`src/rtl/medidor_frecuencia.sv`:
```
// Frequency meter: counts synchronized rising edges of senal over a gate window
// of GATE_CYCLES reloje cycles and publishes the count with a one-cycle strobe.
module medidor_frecuencia #(
  parameter int unsigned GATE_CYCLES = 50_000_000,
  parameter int          CNT_W       = 32
) (
  input  logic             reloje,
  input  logic             reset,
  input  logic             senal,
  input  logic             habilitar,
  output logic [CNT_W-1:0] frecuencia,
  output logic             valido,
  output logic             desborde
);

  typedef enum logic [1:0] {
    IDLE = 2'd0,
    GATE = 2'd1,
    FIN  = 2'd2
  } estado_t;

  // Last GATE cycle carries g == GATE_CYCLES-2; the FIN cycle completes the window.
  localparam logic [31:0] G_PEN = 32'(GATE_CYCLES - 32'd2);

  estado_t          estado_r, estado_s;
  logic             s1_r, s2_r, s3_r;
  logic [31:0]      g_r, g_s;
  logic [CNT_W-1:0] c_r, c_s, c_inc_s;
  logic             sat_r, sat_s;
  logic             edge_s, lleno_s, ovf_s, carga_s;

  assign edge_s  = s2_r & ~s3_r;
  assign lleno_s = &c_r;
  assign ovf_s   = edge_s & lleno_s;
  assign c_inc_s = (edge_s && !lleno_s) ? (c_r + CNT_W'(1)) : c_r;

  // Synchronizer and edge-history flops for the asynchronous input.
  always_ff @(posedge reloje or posedge reset) begin
    if (reset) begin
      s1_r <= 1'b0;
      s2_r <= 1'b0;
      s3_r <= 1'b0;
    end else begin
      s1_r <= senal;
      s2_r <= s1_r;
      s3_r <= s2_r;
    end
  end

  // State, gate counter, edge counter and saturation flag.
  always_ff @(posedge reloje or posedge reset) begin
    if (reset) begin
      estado_r <= IDLE;
      g_r      <= 32'd0;
      c_r      <= '0;
      sat_r    <= 1'b0;
    end else begin
      estado_r <= estado_s;
      g_r      <= g_s;
      c_r      <= c_s;
      sat_r    <= sat_s;
    end
  end

  // Next-state and datapath; the FIN cycle still counts its own edge.
  always_comb begin
    estado_s = estado_r;
    g_s      = 32'd0;
    c_s      = '0;
    sat_s    = 1'b0;
    carga_s  = 1'b0;
    case (estado_r)
      IDLE: begin
        if (habilitar) begin
          estado_s = GATE;
        end else begin
          estado_s = IDLE;
        end
      end
      GATE: begin
        if (!habilitar) begin
          estado_s = IDLE;
        end else begin
          g_s   = g_r + 32'd1;
          c_s   = c_inc_s;
          sat_s = sat_r | ovf_s;
          if (g_r == G_PEN) begin
            estado_s = FIN;
          end else begin
            estado_s = GATE;
          end
        end
      end
      FIN: begin
        carga_s = 1'b1;
        if (habilitar) begin
          estado_s = GATE;
        end else begin
          estado_s = IDLE;
        end
      end
      default: begin
        estado_s = IDLE;
      end
    endcase
  end

  // Published result; frecuencia and desborde hold across aborted windows.
  always_ff @(posedge reloje or posedge reset) begin
    if (reset) begin
      frecuencia <= '0;
      valido     <= 1'b0;
      desborde   <= 1'b0;
    end else begin
      valido <= carga_s;
      if (carga_s) begin
        frecuencia <= c_inc_s;
        desborde   <= sat_r | ovf_s;
      end
    end
  end

endmodule
```
`config.mk`:
```
export PLATFORM = sky130hd
export DESIGN_NAME = medidor_frecuencia
export DESIGN_NICKNAME = d
export VERILOG_FILES = /design/src/rtl/medidor_frecuencia.sv
export SDC_FILE = /design/constraint.sdc
export NUM_CORES = 1
export LEC_CHECK = 0
export CAP_MARGIN = 20
export CORE_ASPECT_RATIO = 1.25
export CORE_UTILIZATION = 48
export CTS_BUF_LIST = sky130_fd_sc_hd__clkbuf_16
export DETAILED_ROUTE_END_ITERATION = 10
export MAX_ROUTING_LAYER = met4
export PLACE_DENSITY = 0.69
export SETUP_SLACK_MARGIN = 0.05
export SYNTH_ARGS = -nofsm -noshare
export SYNTH_HDL_FRONTEND = slang
export SYNTH_SLANG_ARGS = --single-unit
```
`constraint.sdc`:
```
create_clock -name reloje -period 5 [get_ports reloje]
set_input_delay 1 -clock reloje [delete_from_list [all_inputs] [get_ports reloje]]
set_output_delay 1 -clock reloje [all_outputs]
set_load 0.01 [all_outputs]
```
# Word-level counts from Yosys, hierarchy flattened
# Cells that the tools add are included.
dict set report totals {
  ff_bits 104
  in_bits 4
  output_inout_bits 34
  wordCells 36
}
dict set report classes {
  addsub 2
  n_eq_ne 3
  muxes 12
  n_bitwise 4
  n_reduce_logical 5
}
# operator count
set ops {}
lappend ops {{32-bit two-way mux} 5}
lappend ops {{32-bit by 1-bit adder with 32-bit output, second input constant} 2}
lappend ops {{32-bit by 26-bit equality test with 1-bit output, second input constant} 1}
lappend ops {{32-bit AND reduction} 1}
lappend ops {{1-bit two-way mux} 4}
lappend ops {{2-bit two-way mux} 2}
lappend ops {{2-bit case mux with 2 select lines} 1}
lappend ops {{1-bit AND} 2}
lappend ops {{2-bit by 1-bit equality test with 1-bit output, second input constant} 1}
lappend ops {{2-bit equality test, second input constant} 1}
lappend ops {{2-bit zero test} 1}
lappend ops {{2-bit OR reduction} 1}
lappend ops {{1-bit logical AND} 1}
lappend ops {{1-bit zero test} 1}
lappend ops {{1-bit inverter} 1}
lappend ops {{1-bit bitwise OR} 1}

# Depth between registers and ports, before layout
dict set report depth {
  depth_word 6
  mapped_depth 8
  depth_no_buf 7
}

# Least setup slack after synthesis
# Ideal clock, no wire load.
dict set report synth_timing {
  path_kind {reg2reg}
  start {register c_r[0]}
  end {register frecuencia[14]}
  setup_ps 82
  arrival_time_ps 2087
  required_time_ps 4918
  setup_slack_ps 2831
  stages_incl_launch_ff 9
  n_path_buf 2
  period_less_slack_ps 2169
  path_cell_list {dfrtp_1 > ha_1 > nand3_1 > or4_4 > o31ai_4 > buf_6 > buf_6 > o31ai_1 > a31oi_1}
}
dict set report synth_via {
  elab_chain_len 4
  word_cells_on_any_way 5
  cone_classes {add/sub (1); mux (1); reduce/logical (3)}
}
# item line
set synth_lines {}
lappend synth_lines {{from (decl)} 28} ;# logic [CNT_W-1:0] c_r, c_s, c_inc_s;
lappend synth_lines {{from (signal assigned)} 60} ;# c_r <= c_s;
lappend synth_lines {{branches (longest 3 deep; another with 32-bit by 1-bit adder with 32-bit output)} n/a}
lappend synth_lines {{32-bit two-way mux (*)} 35} ;# assign c_inc_s = (edge_s && !lleno_s) ? (c_r + CNT_W'(1)) : c_r;
lappend synth_lines {{to (signal assigned)} 117} ;# frecuencia <= c_inc_s;
lappend synth_lines {{to (decl)} 11} ;# output logic [CNT_W-1:0] frecuencia,
# Mark *: on every way between the ends.
# A chain may end at the register's enable or synchronous reset.

# Final worst setup path
dict set report layout_timing {
  start {register c_r[0]}
  end {register frecuencia[12]}
}
# The elaborated chain is that of the path after synthesis.

==> flow_metrics.tcl <==
set metrics [dict create \
    portBuffers 37 \
    coreArea_um2 10050 \
    slew_violations 0 \
    synthTopCellsByArea "dfrtp_1 53%, xnor2_1 5.3%, nor2_1 5.1%, nand2_1 3.6%, nand3_1 2.6%" \
    synthesis.instances 505 \
    crit_arrival_ns 2.90 \
    clk_pin_slew_ns 0.06 \
    cts_resized 0 \
    drv_cap 0 \
    grt.total_usage_pct 21.23 \
    finalPower_mw 1.521 \
    grt_max_degree 83 \
    drt-initial-drc-count 265 \
    cts_hold_buf 0 \
    antenna_found_initial 0 \
    cp-start-kind "flip-flop" \
    fin_skew_ns 0.006932 \
    antenna_cells 0 \
    ioPinCount 38 \
    num_vias 3777 \
    drc 0 \
    avgSynthCellArea_um2 9.782 \
    hpwl_um 6959 \
    ys_ff_latch 104 \
    whs_ns 0.3607 \
    post-route-min-period_ns 2.631 \
    fmax_mhz 380.1 \
    leakage_nw 2.198 \
    synth_cell_types 50 \
    cts_max_level 3 \
    syn_area_um2 4940 \
    ant_nets 0 \
    synth_nets 512 \
    multiInputGateArea_um2 2168 \
    cts_buffer_depth 2 \
    first_pass_iters 4 \
    synth_edf_count 0 \
    power_density_nw_per_um2 267.6 \
    status "completed" \
    postSynth.asyncResetShare_pct 100.0 \
    critPathKind "flip-flop to flip-flop" \
    synth_top_area_share_pct 52.68 \
    tightest_slew_ns 0.8361 \
    wl_per_cell_um 15.17 \
    crit_required_ns 5.27 \
    clk_latency_ns 0.35 \
    fin_crit_sh_pct 52.62 \
    critPathMaxFanout 24 \
    final_util_pct 56.53 \
    cts_tree "built" \
    dpl_cell_area_um2 5380 \
    worst_path_largest_cell_delay_ns 0.76 \
    crit_path_cell_trace "ha_1, nand3_1, or4_4, o31ai_4, o31ai_1, a31oi_1" \
    routed_via_density 5.663 \
    cts_buffers 9 \
    crit_slowest_cell "o31ai_4" \
    synth_top_cell_by_area "dfrtp_1" \
    seqCellArea_um2 2603 \
    initial_utilization_pct 49.13 \
    cp-end-kind "flip-flop" \
    final-setup-viol-count 0 \
    rsz0062_at_grt "no" \
    grt_pass1_wl_um 17070 \
    fin_nets 540 \
    chipHeight_um 115.4 \
    cts_setup_buffers 0 \
    drive_above_1_share_pct 6.320 \
    slew-limit-headroom_pct 44.26 \
    cts_sinks 104 \
    routed_wl_um 10120 \
    seq_area_frac_synth_pct 52.68 \
    finalHoldViolations 0 \
    final_cell_area_um2 5684 \
    irDropWorstVdd_mv 0.1617 \
    area.growth.synth_to_final_pct 15.07 \
    gp_congestion 0.8465 \
    synthFlopType "dfrtp_1" \
    setup_tns_ns 0 \
    nFillCells 912 \
    yosys_warnings 0 \
    grt_pass1_vias 3538 \
    min_path_type "flip-flop to flip-flop" \
    num_rows 41 \
    grt_overflow 0 \
    die_w_um 92.74 \
    dieArea_um2 10700 \
    cts-root-buf "clkbuf_16" \
]
## cells in the mapped netlist (2+ instances only)
cell      instances
a211oi_1          2
a21oi_1          21
a31o_2            3
a31oi_1          20
and2_1            6
and3_1            6
and4_1            8
buf_4             2
buf_6             3
clkbuf_1         21
dfrtp_1         104
ha_1              3
inv_1             7
mux2_2            2
nand2_1          47
nand3_1          26
nand4_1          15
nor2_1           67
nor3_1           11
nor4_1           15
nor4b_1           2
o21ai_0          21
o21ai_1           2
o31ai_1           9
o41ai_1           3
or3_1             8
or4_1             7
or4_4             3
xnor2_1          30
xor2_1           11
## critical path: cells and delay by family, from the launching register on
kind                       cells  cell delay [ns]
AOI/OAI and AO/OA              3             1.16
adders and majority gates      1             0.21
DFF                            1             0.41
and+or+nand+nor                2             0.77
## per-layer routing
layer	vias up	GRT usage [%]	share of wire, %
li1	1864	-	-
met1	1830	26.18	45
met2	65	34.77	50
met3	18	4.134	3.1
met4	0	8.103	1.9
met5	-	-	0
## metrics by stage
stage                     std cells  setup slack [ns]
after floorplan                 505             1.268
after global placement          649             2.454
after detailed placement        649             2.392
after CTS                       665             2.389
after global routing            667             2.141
final                           667             2.369
## report_power, final
| group | switching, mW | total [mW] | internal [mW] |
|---|---|---|---|
| sequential | 0.00203 | 0.846 | 0.844 |
| combinational | 0.0330 | 0.0430 | 0.0100 |
| clock | 0.299 | 0.632 | 0.333 |
| total | 0.334 | 1.52 | 1.19 |
## worst paths after layout
| kind | startpoint | to | slack, ns | cells past startpoint |
|---|---|---|---|---|
| min reg2reg | s1_r | s2_r | 0.36 | 0 |
| min | s1_r | s2_r | 0.36 | 0 |
| min in group asynchronous | reset | s1_r | 1.02 | 2 |
| max reg2reg | c_r[0] | frecuencia[12] | 2.37 | 6 |
| max | c_r[0] | frecuencia[12] | 2.37 | 6 |
| max in group asynchronous | reset | c_r[13] | 3.33 | 3 |
## registers in the layout, summed over array words and instances (netlist names)
name / cells
valido: 1
s2_r: 1
desborde: 1
c_r: 32
frecuencia: 32
estado_r: 2
g_r: 32
s3_r: 1
s1_r: 1
sat_r: 1
## cell usage in the layout, fill, tap and decap left out, types with 7 or more instances in the layout
cell	count
o21ai_0	21
nor2_1	67
o31ai_1	9
xnor2_1	30
clkdlybuf4s50_1	37
nand4_1	15
nor3_1	11
nor4_1	15
dfrtp_1	104
nand2_1	47
a31oi_1	20
xor2_1	11
a21oi_1	21
and4_1	8
clkbuf_16	9
or3_1	8
nand3_1	26
or4_1	7
inv_1	8
## cell families (layout without fill, tap and decap cells)
kind of cell	after synthesis	count (layout)	share of synthesized area (%)
muxes	3	3	0.6585
buffers and inverters	36	69	3.419
xor gates and xnor gates	41	41	7.269
adders and majority gates	3	3	0.7600
DFF	104	104	52.68
and+or+nand+nor	232	232	24.37
AOI/OAI and AO/OA	86	86	10.84
## area by class of cell
type / instances / area share, %
tap: 129 / 2.840
inverter: 8 / 0.5723
multi-input combinational: 365 / 38.15
clock inverter: 7 / 0.7044
timing repair buffer: 45 / 7.990
sequential: 104 / 45.78
clock buffer: 9 / 3.962
No activity file was read; power rests on OpenSTA's default activity.
==> RTL edit, RTL diff (config.mk and constraints unchanged) <==
`g_r` no longer has a reset.
--- a/src/rtl/medidor_frecuencia.sv
+++ b/src/rtl/medidor_frecuencia.sv
@@ -51,15 +51,17 @@
   always_ff @(posedge reloje or posedge reset) begin
     if (reset) begin
       estado_r <= IDLE;
-      g_r      <= 32'd0;
       c_r      <= '0;
       sat_r    <= 1'b0;
     end else begin
       estado_r <= estado_s;
-      g_r      <= g_s;
       c_r      <= c_s;
       sat_r    <= sat_s;
     end
+  end
+
+  always_ff @(posedge reloje) begin
+    g_r <= g_s;
   end
 
   // Next-state and datapath; the FIN cycle still counts its own edge.
Function: same outputs for any inputs over 10 cycles, from zero or initial values and one cycle with reset high; that may be too few to reach the edited logic, so the function may still have changed.
==> RTL edit against the unedited design <==
Synthesized cell count decreased by 0.20%. Power increased by 2.8%. Final area decreased by 4.5%. Non-clock buffer count decreased by 4. Fmax increased by 8.8%. Routed wire length increased by 0.42%. Sequential cell count unchanged. Area after synthesis decreased by 4.9%. Worst setup slack improved by 0.21 ns. Largest power group unchanged.
==> RTL edit: results (changes against the unedited design) <==
run_status:
  outcome: "finished, final reports clean"  # unchanged
clock_network:
  post_cts_buffers: 0  # unchanged
  cts_resized: 0  # unchanged
  cts-buffers-inserted: 9  # unchanged
  path_clk_slew_ns: 0.06  # about the same
  clk_latency_ns: 0.35  # about the same
  htreeDepth: 3  # unchanged
  clockBufferDepth: 2  # unchanged
critical_path:
  worst-path-max-fanout: 38  # was 24
  r2r_cells: 5  # was 6
  cp_top_family: "buffers and inverters"  # was compound AO/OA/AOI/OAI gates
  slowest_stage: "or2_2"  # was o31ai_4
  max_stage_delay_ns: 0.61  # was 0.76 ns
  critPathArrivalTime_ns: 2.64  # was 2.90 ns
synthesis:
  yosys_warnings: 0  # unchanged
  synth_top_area_share_pct: 38.4  # was 52.7%
  synth.area.top_cells: "dfrtp_1 (38%), dfxtp_1 (14%), nor2_1 (5.4%)"  # was dfrtp_1 (53%), xnor2_1 (5.3%), nor2_1 (5.1%)
  ys_seq_area_share_pct: 52.0  # was 52.7%
  synth_common_cells: "dfrtp_1 (72), nor2_1 (67), a21oi_1 (34)"  # was dfrtp_1 (104), nor2_1 (67), nand2_1 (47)
  synth_cell_types: 37  # was 50
  syn-num-nets: 511  # was 512
  yosysTopAreaCell: "dfrtp_1"  # unchanged
  synthCells: 504  # was 505
  async_flop_share_pct: 69.2  # was 100%
cells_and_area:
  drive_gt1_share_pct: 4.68  # was 6.32%
  fill_cells: 853  # was 912
  reg_top3: "c_r: 32 flops, frecuencia: 32 flops, g_r: 32 flops"  # unchanged
  n_antenna_cell: 0  # unchanged
  nets: 536  # was 540
route:
  vias: 3882  # was 3,777
  firstDrtPassIters: 5  # was 4
  wl_um: 10200  # was 10,100 um
  post_drt_wl_per_cell_um: 15.4  # was 15.2 um
  drt_iter0_markers: 239  # was 265
placed_design:
  placed_cells: 643  # was 649
  place_area_um2: 5110  # was 5380 um2
  port-buffer-count: 37  # unchanged
  gp_congestion: 0.827  # was 0.847
  hpwl_um: 6960  # about the same
global_routing:
  grt_usage_pct: 22.0  # was 21.2%
  grt_pass1_vias: 3822  # was 3,538
  grt_max_degree: 44  # was 83
  grt_pass1_wl_um: 17500  # was 17,100 um
  antenna_found_initial: 0  # unchanged
worst_hold_path:
  hold_depth: 0  # unchanged
sta:
  clock_skew_ns: 0.00975  # was 0.00693 ns
  max-slew-margin-rel_pct: 39.7  # was 44.3%
power:
  power_leakage_nw: 2.02  # was 2.20 nW
  peakVddDrop_uv: 165  # was 162 uV
flow_run:
  drv_cap: 0  # unchanged
RTL edit: cell count changes after synthesis, sizes merged, moves of 7 or more:
| cell | change |
|---|---|
| a21oi | +13 |
| or3 | +14 |
| nand3 | +7 |
| nor4 | -7 |
| xnor2 | -17 |
| nand2 | -20 |
| dfrtp | -32 |
| a31oi | +10 |
| and3 | +7 |
| dfxtp | +32 |
RTL edit: power by group:
group          internal [mW]  switching (mW)
clock                  0.384           0.309
combinational        0.00579          0.0236
sequential             0.840         0.00202
total                   1.23           0.335
RTL edit: area by class of cell:
type | count | area (um2) | area share [%]
Tap cell | 126 | 158 | 2.91
Clock inverter | 7 | 60.1 | 1.11
Clock buffer | 9 | 225 | 4.15
Sequential cell | 104 | 2440 | 45.0
Multi-Input combinational cell | 367 | 2100 | 38.7
Inverter | 6 | 22.5 | 0.415
Timing Repair Buffer | 41 | 420 | 7.75
RTL edit: routing by layer:
metal,wire (um),share of wire [%],GRT usage [%]
met5,0,0,-
met1,4400,43,25.7
met4,119,1.2,8.71
met2,5290,52,37.4
met3,356,3.5,4.13
RTL edit: final timing paths:
kind	from	to	slack (ns)
max	habilitar	g_r[3]	2.58
min	s1_r	s2_r	0.35
max reg2reg	c_r[16]	frecuencia[20]	2.60
min reg2reg	s1_r	s2_r	0.35
max in group asynchronous	reset	c_r[19]	2.92
min in group asynchronous	reset	frecuencia[5]	1.17
RTL edit: cells by family after synthesis:
family	after synthesis	synth area share [%]
AND/OR/NAND/NOR	230	25.5
AO/OA/AOI/OAI	106	13.2
flip-flops	104	52.0
buffers and inverters	33	3.30
XOR/XNOR	28	5.22
adder cells (fa/ha/maj)	3	0.799
RTL edit: worst register-to-register path, stage by stage, from the launching register on:
cell,delay [ns]
dfrtp_1,0.44
and3_1,0.31
nand3_1,0.29
o211ai_1,0.79
o21ai_0,0.29
a31oi_1,0.20
RTL edit: stage by stage:
step                power (mW)  worst slack [ns]
CTS                       1.58              2.26
global route              1.61              2.32
finish                    1.56              2.58
floorplan                0.879              2.18
global placement         0.889              2.25
detailed placement       0.889              2.23
